==> src/rtl/alu_iterative_exec_if.sv <==
// rtl/alu_iterative_exec_if.sv - request/result handshake bundle for the iterative ALU execute stage
interface alu_iterative_exec_if #(
    parameter int WIDTH = 32
);
    logic             valid_i;
    logic             ready_o;
    logic [3:0]       aluop_i;
    logic [WIDTH-1:0] a_i;
    logic [WIDTH-1:0] b_i;
    logic             valid_o;
    logic             ready_i;
    logic [WIDTH-1:0] result_o;
    logic             zero_o;
    logic             illegal_o;

    modport slave (
        input  valid_i, aluop_i, a_i, b_i, ready_i,
        output ready_o, valid_o, result_o, zero_o, illegal_o
    );

    modport master (
        output valid_i, aluop_i, a_i, b_i, ready_i,
        input  ready_o, valid_o, result_o, zero_o, illegal_o
    );
endinterface

==> src/rtl/alu_iterative_exec.sv <==
// rtl/alu_iterative_exec.sv - execute stage: single-cycle logic/add/compare, iterative shifter
module alu_iterative_exec #(
    parameter int WIDTH      = 32,
    parameter int SHIFT_STEP = 1
) (
    input logic                 clk_i,
    input logic                 rst_ni,
    alu_iterative_exec_if.slave bus
);
    localparam int SHW = $clog2(WIDTH);
    localparam int KW  = $clog2(SHIFT_STEP) + 1;

    localparam logic [3:0] OP_AND  = 4'b0000;
    localparam logic [3:0] OP_OR   = 4'b0001;
    localparam logic [3:0] OP_ADD  = 4'b0010;
    localparam logic [3:0] OP_SLT  = 4'b0011;
    localparam logic [3:0] OP_XOR  = 4'b0100;
    localparam logic [3:0] OP_SLTU = 4'b0101;
    localparam logic [3:0] OP_SRL  = 4'b0110;
    localparam logic [3:0] OP_SLL  = 4'b0111;
    localparam logic [3:0] OP_SRA  = 4'b1000;

    typedef enum logic [1:0] {IDLE, SHIFT, DONE} state_t;

    state_t           state_q, state_d;
    logic [3:0]       op_q;
    logic [WIDTH-1:0] acc_q;
    logic [WIDTH-1:0] result_q;
    logic [SHW-1:0]   count_q;
    logic             illegal_q;

    logic             is_shift;
    logic             is_illegal;
    logic [SHW-1:0]   shamt;
    logic [WIDTH-1:0] alu_res;
    logic [KW-1:0]    k;
    logic [SHW-1:0]   count_nxt;
    logic [WIDTH-1:0] shifted;

    assign shamt      = bus.b_i[SHW-1:0];
    assign is_shift   = (bus.aluop_i == OP_SRL) || (bus.aluop_i == OP_SLL) || (bus.aluop_i == OP_SRA);
    assign is_illegal = (bus.aluop_i > OP_SRA);

    // Shift ops resolve here only for shamt==0, where the result is just operand A.
    always_comb begin
        alu_res = '0;
        case (bus.aluop_i)
            OP_AND:  alu_res = bus.a_i & bus.b_i;
            OP_OR:   alu_res = bus.a_i | bus.b_i;
            OP_ADD:  alu_res = bus.a_i + bus.b_i;
            OP_SLT:  alu_res = {{(WIDTH-1){1'b0}}, ($signed(bus.a_i) < $signed(bus.b_i))};
            OP_XOR:  alu_res = bus.a_i ^ bus.b_i;
            OP_SLTU: alu_res = {{(WIDTH-1){1'b0}}, (bus.a_i < bus.b_i)};
            OP_SRL, OP_SLL, OP_SRA: alu_res = bus.a_i;
            default: alu_res = '0;
        endcase
    end

    // Step size is clamped to the remaining count so the shifter only spans SHIFT_STEP bits.
    always_comb begin
        k = '0;
        if (int'(count_q) >= SHIFT_STEP) begin
            k = KW'(SHIFT_STEP);
        end else begin
            k = KW'(count_q);
        end
    end

    assign count_nxt = count_q - SHW'(k);

    always_comb begin
        shifted = '0;
        case (op_q)
            OP_SLL:  shifted = acc_q << k;
            OP_SRA:  shifted = $unsigned($signed(acc_q) >>> k);
            default: shifted = acc_q >> k;
        endcase
    end

    always_ff @(posedge clk_i or negedge rst_ni) begin
        if (!rst_ni) begin
            state_q <= IDLE;
        end else begin
            state_q <= state_d;
        end
    end

    always_comb begin
        state_d = state_q;
        case (state_q)
            IDLE: begin
                if (bus.valid_i) begin
                    state_d = (is_shift && shamt != '0) ? SHIFT : DONE;
                end
            end
            SHIFT: begin
                if (count_nxt == '0) begin
                    state_d = DONE;
                end
            end
            DONE: begin
                if (bus.ready_i) begin
                    state_d = IDLE;
                end
            end
            default: state_d = IDLE;
        endcase
    end

    always_comb begin
        bus.ready_o   = (state_q == IDLE);
        bus.valid_o   = (state_q == DONE);
        bus.result_o  = result_q;
        bus.zero_o    = (result_q == '0);
        bus.illegal_o = illegal_q;
    end

    // result_q only moves at accept or on the final shift step, so it is stable while DONE waits.
    always_ff @(posedge clk_i or negedge rst_ni) begin
        if (!rst_ni) begin
            op_q      <= '0;
            acc_q     <= '0;
            result_q  <= '0;
            count_q   <= '0;
            illegal_q <= 1'b0;
        end else begin
            case (state_q)
                IDLE: begin
                    if (bus.valid_i) begin
                        op_q      <= bus.aluop_i;
                        acc_q     <= bus.a_i;
                        count_q   <= shamt;
                        illegal_q <= is_illegal;
                        if (!(is_shift && shamt != '0)) begin
                            result_q <= alu_res;
                        end
                    end
                end
                SHIFT: begin
                    acc_q   <= shifted;
                    count_q <= count_nxt;
                    if (count_nxt == '0) begin
                        result_q <= shifted;
                    end
                end
                DONE: begin
                    if (bus.ready_i) begin
                        illegal_q <= 1'b0;
                    end
                end
                default: ;
            endcase
        end
    end
endmodule

==> src/flat_wrapper.sv <==
// flat-port wrapper written by rule: the top's interface ports become plain ports
module alu_iterative_exec_flat 
#(
    parameter int WIDTH      = 32,
    parameter int SHIFT_STEP = 1
)
  (clk_i, rst_ni, bus_valid_i, bus_aluop_i, bus_a_i, bus_b_i, bus_ready_i, bus_ready_o, bus_valid_o, bus_result_o, bus_zero_o, bus_illegal_o);
  alu_iterative_exec_if #(.WIDTH(WIDTH)) bus_i ();
  input logic clk_i;
  input logic rst_ni;
  input wire logic [$bits(bus_i.valid_i)-1:0] bus_valid_i;
  input wire logic [$bits(bus_i.aluop_i)-1:0] bus_aluop_i;
  input wire logic [$bits(bus_i.a_i)-1:0] bus_a_i;
  input wire logic [$bits(bus_i.b_i)-1:0] bus_b_i;
  input wire logic [$bits(bus_i.ready_i)-1:0] bus_ready_i;
  output wire logic [$bits(bus_i.ready_o)-1:0] bus_ready_o;
  output wire logic [$bits(bus_i.valid_o)-1:0] bus_valid_o;
  output wire logic [$bits(bus_i.result_o)-1:0] bus_result_o;
  output wire logic [$bits(bus_i.zero_o)-1:0] bus_zero_o;
  output wire logic [$bits(bus_i.illegal_o)-1:0] bus_illegal_o;
  assign bus_i.valid_i = bus_valid_i;
  assign bus_i.aluop_i = bus_aluop_i;
  assign bus_i.a_i = bus_a_i;
  assign bus_i.b_i = bus_b_i;
  assign bus_i.ready_i = bus_ready_i;
  assign bus_ready_o = bus_i.ready_o;
  assign bus_valid_o = bus_i.valid_o;
  assign bus_result_o = bus_i.result_o;
  assign bus_zero_o = bus_i.zero_o;
  assign bus_illegal_o = bus_i.illegal_o;
  alu_iterative_exec #(.WIDTH(WIDTH), .SHIFT_STEP(SHIFT_STEP)) u_core (.clk_i(clk_i), .rst_ni(rst_ni), .bus(bus_i));
endmodule
==> config.mk <==
export PLATFORM = sky130hd
export DESIGN_NAME = alu_iterative_exec_flat
export DESIGN_NICKNAME = d
export VERILOG_FILES = /design/src/rtl/alu_iterative_exec_if.sv /design/src/rtl/alu_iterative_exec.sv /design/src/flat_wrapper.sv
export SDC_FILE = /design/constraint.sdc
export NUM_CORES = 1
export LEC_CHECK = 0
export CORE_MARGIN = 2
export CORE_UTILIZATION = 40
export CTS_CLUSTER_SIZE = 30
export DETAILED_ROUTE_END_ITERATION = 7
export GPL_ROUTABILITY_DRIVEN = 0
export HOLD_SLACK_MARGIN = 0.05
export PLACE_DENSITY = 0.72
export SLEW_MARGIN = 40
export SYNTH_ARGS = -nofsm -noshare
export SYNTH_HDL_FRONTEND = slang
export SYNTH_SLANG_ARGS = --single-unit
==> constraint.sdc <==
create_clock -name clk_i -period 4.5 [get_ports clk_i]
set_input_delay 0.675 -clock clk_i [delete_from_list [all_inputs] [get_ports clk_i]]
set_output_delay 0.675 -clock clk_i [all_outputs]
set_load 0.1 [all_outputs]
==> impl_metrics.json <==
{
  "timing_worst_slew_pin_value_ps": 846,
  "setup_viol": 0,
  "netlist_area_um2": 8410,
  "wl_per_cell_um": 18.8,
  "nNetsFinal": 1316,
  "ys_seq_area_frac": 0.226,
  "synth-edff-count": 0,
  "grt_pass1_vias": 7971,
  "synth_nets": 1265,
  "synth_fa_ha_area_frac": 0.148,
  "cts_setup_buffers": 0,
  "slew_violations": 0,
  "cap_viol_max_count": 0,
  "diodes": 0,
  "vias_per_cell": 5.93,
  "drc_errors": 0,
  "critical_path.max_fanout": 4,
  "min-delay-path-class": "input port to async pin",
  "fin_skew_ps": 11.1,
  "coreArea_um2": 20800,
  "async_flop_share": 1.00,
  "finalPower_mw": 4.87,
  "cts_made_buffers": 9,
  "cts_hold_buf": 0,
  "period_needed_ps": 3460,
  "ys_types": 78,
  "io_pins": 108,
  "drt-total-wl_mm": 26.7,
  "grt_overflow": 0,
  "die_w_um": 149,
  "max_freq_mhz": 289,
  "avgSynthCellArea_um2": 7.69,
  "placed_cell_area_um2": 9270,
  "grtUsageTotal": 0.244,
  "synth_cells": 1094,
  "grt_start_max_net_pins": 64,
  "dp_hpwl_mm": 19.8,
  "pre_cts_ws_ps": 741,
  "drive_gt1_frac": 0.0852,
  "vias": 8452,
  "max_stage_delay_ps": 560,
  "antenna_found_initial": 0,
  "drt_pass1_iterations": 5,
  "cts-resized-gates": 0,
  "peakVddDrop_v": 0.000284,
  "dr.first_iter.drc_count": 827,
  "ys.flop_type": "dfrtp_1",
  "synth-compound-area-share": 0.300,
  "port_buffers": 107,
  "htree_num_levels": 3,
  "cp-start-kind": "input port",
  "synth_seq_cells": 76,
  "cts_tree": "done",
  "end_kind": "register",
  "slew_headroom": 0.434,
  "finalHoldViolCount": 0,
  "fp.dieH_um": 149,
  "path_clk_slew_ps": 70,
  "pwr_density_cell_nw_per_um2": 508,
  "start_util": 0.404,
  "synth_top_family_by_area": "compound AO/OA/AOI/OAI gates",
  "status": "complete, no violations",
  "die_area_um2": 22200,
  "ant_nets": 0,
  "synth_mux_area_frac": 0.0448,
  "critPathRequiredTime_ps": 4760,
  "period_share": 0.770,
  "yosysWarnings": 0,
  "area_growth_syn_to_layout_pct": 14.0,
  "cts_root_buf": "clkbuf_16",
  "setup_tns_ps": 0,
  "grt_pass1_wl_mm": 42.9,
  "clk_path_buf_depth": 2,
  "synthSimpleGateAreaFrac": 0.160,
  "slowest_stage": "clkdlybuf4s50_1",
  "path_class": "input port to register",
  "clkLatencyLatePin_ps": 350,
  "arrival_ps": 3720,
  "clkSinkCount": 76,
  "rows": 53,
  "synth_xor_xnor_area_share": 0.0240,
  "fillers": 2109,
  "stdcell_area_um2": 9590,
  "path_cells": "clkdlybuf4s50_1, ha_1, inv_1, fa_1, nor2b_1, o2111ai_1, a21oi_1, o211ai_1, nand2_1, a41oi_1, a211o_1, mux2i_1, a211oi_1",
  "p_leak_nw": 4.42,
  "rsz0062_at_grt": "false",
  "worst_slack_ps": 1040
}
-- routing by layer --
layer  global-route usage  part of all wire  vias up
li1                     -                 -     4016
met1                0.336              0.45     3992
met2                0.374              0.44      383
met3               0.0419             0.074       61
met4                0.110             0.037        0
met5                    0                 0        -
-- logic make-up after synthesis --
logic type | after synthesis
multiplexers | 37
XOR/XNOR | 23
AND/OR/NAND/NOR | 285
AO/OA/AOI/OAI | 408
buffers and inverters | 166
flip-flops | 76
adder cells (fa/ha/maj) | 99
-- path summary, 6_finish.rpt --
check	from	end	slack [ps]	depth (start not counted)
max	bus_b_i[0]	u_core.bus.result_o[28]$_DFFE_PN0P_	1040	13
min	rst_ni	u_core.bus.result_o[2]$_DFFE_PN0P_	310	1
max reg2reg	u_core.state_q[0]$_DFFE_PN0P_	u_core.bus.result_o[31]$_DFFE_PN0P_	1350	7
min reg2reg	u_core.bus.result_o[1]$_DFFE_PN0P_	u_core.bus.result_o[1]$_DFFE_PN0P_	510	2
max in group asynchronous	rst_ni	u_core.count_q[0]$_DFFE_PN0P_	3260	2
min in group clk_i	u_core.bus.result_o[1]$_DFFE_PN0P_	u_core.bus.result_o[1]$_DFFE_PN0P_	510	2
-- synth_stat cells, types with 3 or more instances --
cell type  instances  area share
a2111oi_0          6      0.0062
a211o_1            3      0.0031
a211oi_1          30       0.027
a21o_1            14       0.012
a21oi_1          131       0.078
a221oi_1           3      0.0031
a22oi_1           30       0.027
a311oi_1           4      0.0042
a31oi_1            9      0.0067
and2_1             4      0.0030
and3_1             3      0.0022
buf_2             11      0.0065
buf_6             17       0.023
clkbuf_1          44       0.020
clkbuf_8           4      0.0065
dfrtp_1           76        0.23
ha_1              98        0.15
inv_1             84       0.037
mux2_2             4      0.0054
mux2i_1           32       0.038
nand2_1           95       0.042
nand2b_1           5      0.0037
nand3_1           21       0.012
nand3b_1           4      0.0036
nand4_1           10      0.0074
nor2_1            85       0.038
nor2b_1            7      0.0052
nor3_1            10      0.0060
nor4_1            14       0.010
o211ai_1          15       0.013
o21ai_0          105       0.062
o21ai_1           13      0.0077
o21bai_1           6      0.0054
o22a_1             4      0.0042
o22ai_1            5      0.0037
o31ai_1            8      0.0071
or3_1              8      0.0060
xnor2_1           18       0.019
xor2_1             5      0.0052
-- area by class of cell --
cell class	count	area [um^2]	share of cell area
Timing Repair Buffer	121	993	0.104
Multi-Input combinational cell	852	5730	0.597
Sequential cell	76	1900	0.198
Tap cell	275	344	0.0359
Clock inverter	6	71.3	0.00744
Clock buffer	10	229	0.0239
Inverter	85	319	0.0333
-- metrics by stage --
step	instances	util	hold slack [ps]
2_1_floorplan	1094	-	379
5_1_grt	1425	0.460	353
6_report	1425	0.460	313
3_5_place_dp	1408	0.445	496
4_1_cts	1424	0.460	330
3_3_place_gp	1408	0.454	495
-- flip-flops by register name (all words and copies together) (netlist names) --
register	cells
u_core.op_q	4
u_core.bus.illegal_o	1
u_core.bus.result_o	32
u_core.count_q	5
u_core.state_q	2
u_core.acc_q	32
-- placed cells by master (no fill, tap or decap), types with 5 or more instances in the layout --
| cell type | n |
|---|---|
| nor2_1 | 85 |
| o21ai_1 | 12 |
| o21bai_1 | 6 |
| o211ai_1 | 15 |
| mux2i_1 | 32 |
| o21ai_0 | 105 |
| ha_1 | 98 |
| clkdlybuf4s50_1 | 70 |
| o22ai_1 | 5 |
| buf_4 | 15 |
| dfrtp_1 | 76 |
| or3_1 | 8 |
| a211oi_1 | 30 |
| inv_1 | 84 |
| buf_2 | 36 |
| o31ai_1 | 8 |
| xor2_1 | 5 |
| nor4_1 | 13 |
| nor2b_1 | 7 |
| a31oi_1 | 9 |
| a21o_1 | 14 |
| xnor2_1 | 18 |
| nand3_1 | 21 |
| clkbuf_16 | 9 |
| a21oi_1 | 131 |
| a22oi_1 | 30 |
| a2111oi_0 | 6 |
| nor3_1 | 10 |
| nand2b_1 | 5 |
| nand4_1 | 10 |
| nand2_1 | 93 |
-- where the power goes --
group	switching (mW)	internal, mW	leakage (nW)	total [mW]
clock network	0.325	0.435	0.140	0.760
logic	2.03	0.715	3.33	2.75
registers	0.369	0.996	0.950	1.37
-- critical path, delay by kind of cell --
kind	cells	cell delay (ps)
AOI/OAI and AO/OA	6	1340
adders and majority gates	2	640
buffers and inverters	2	620
muxes	1	120
and+or+nand+nor	2	330
Power figures use the tool's default switching activity.
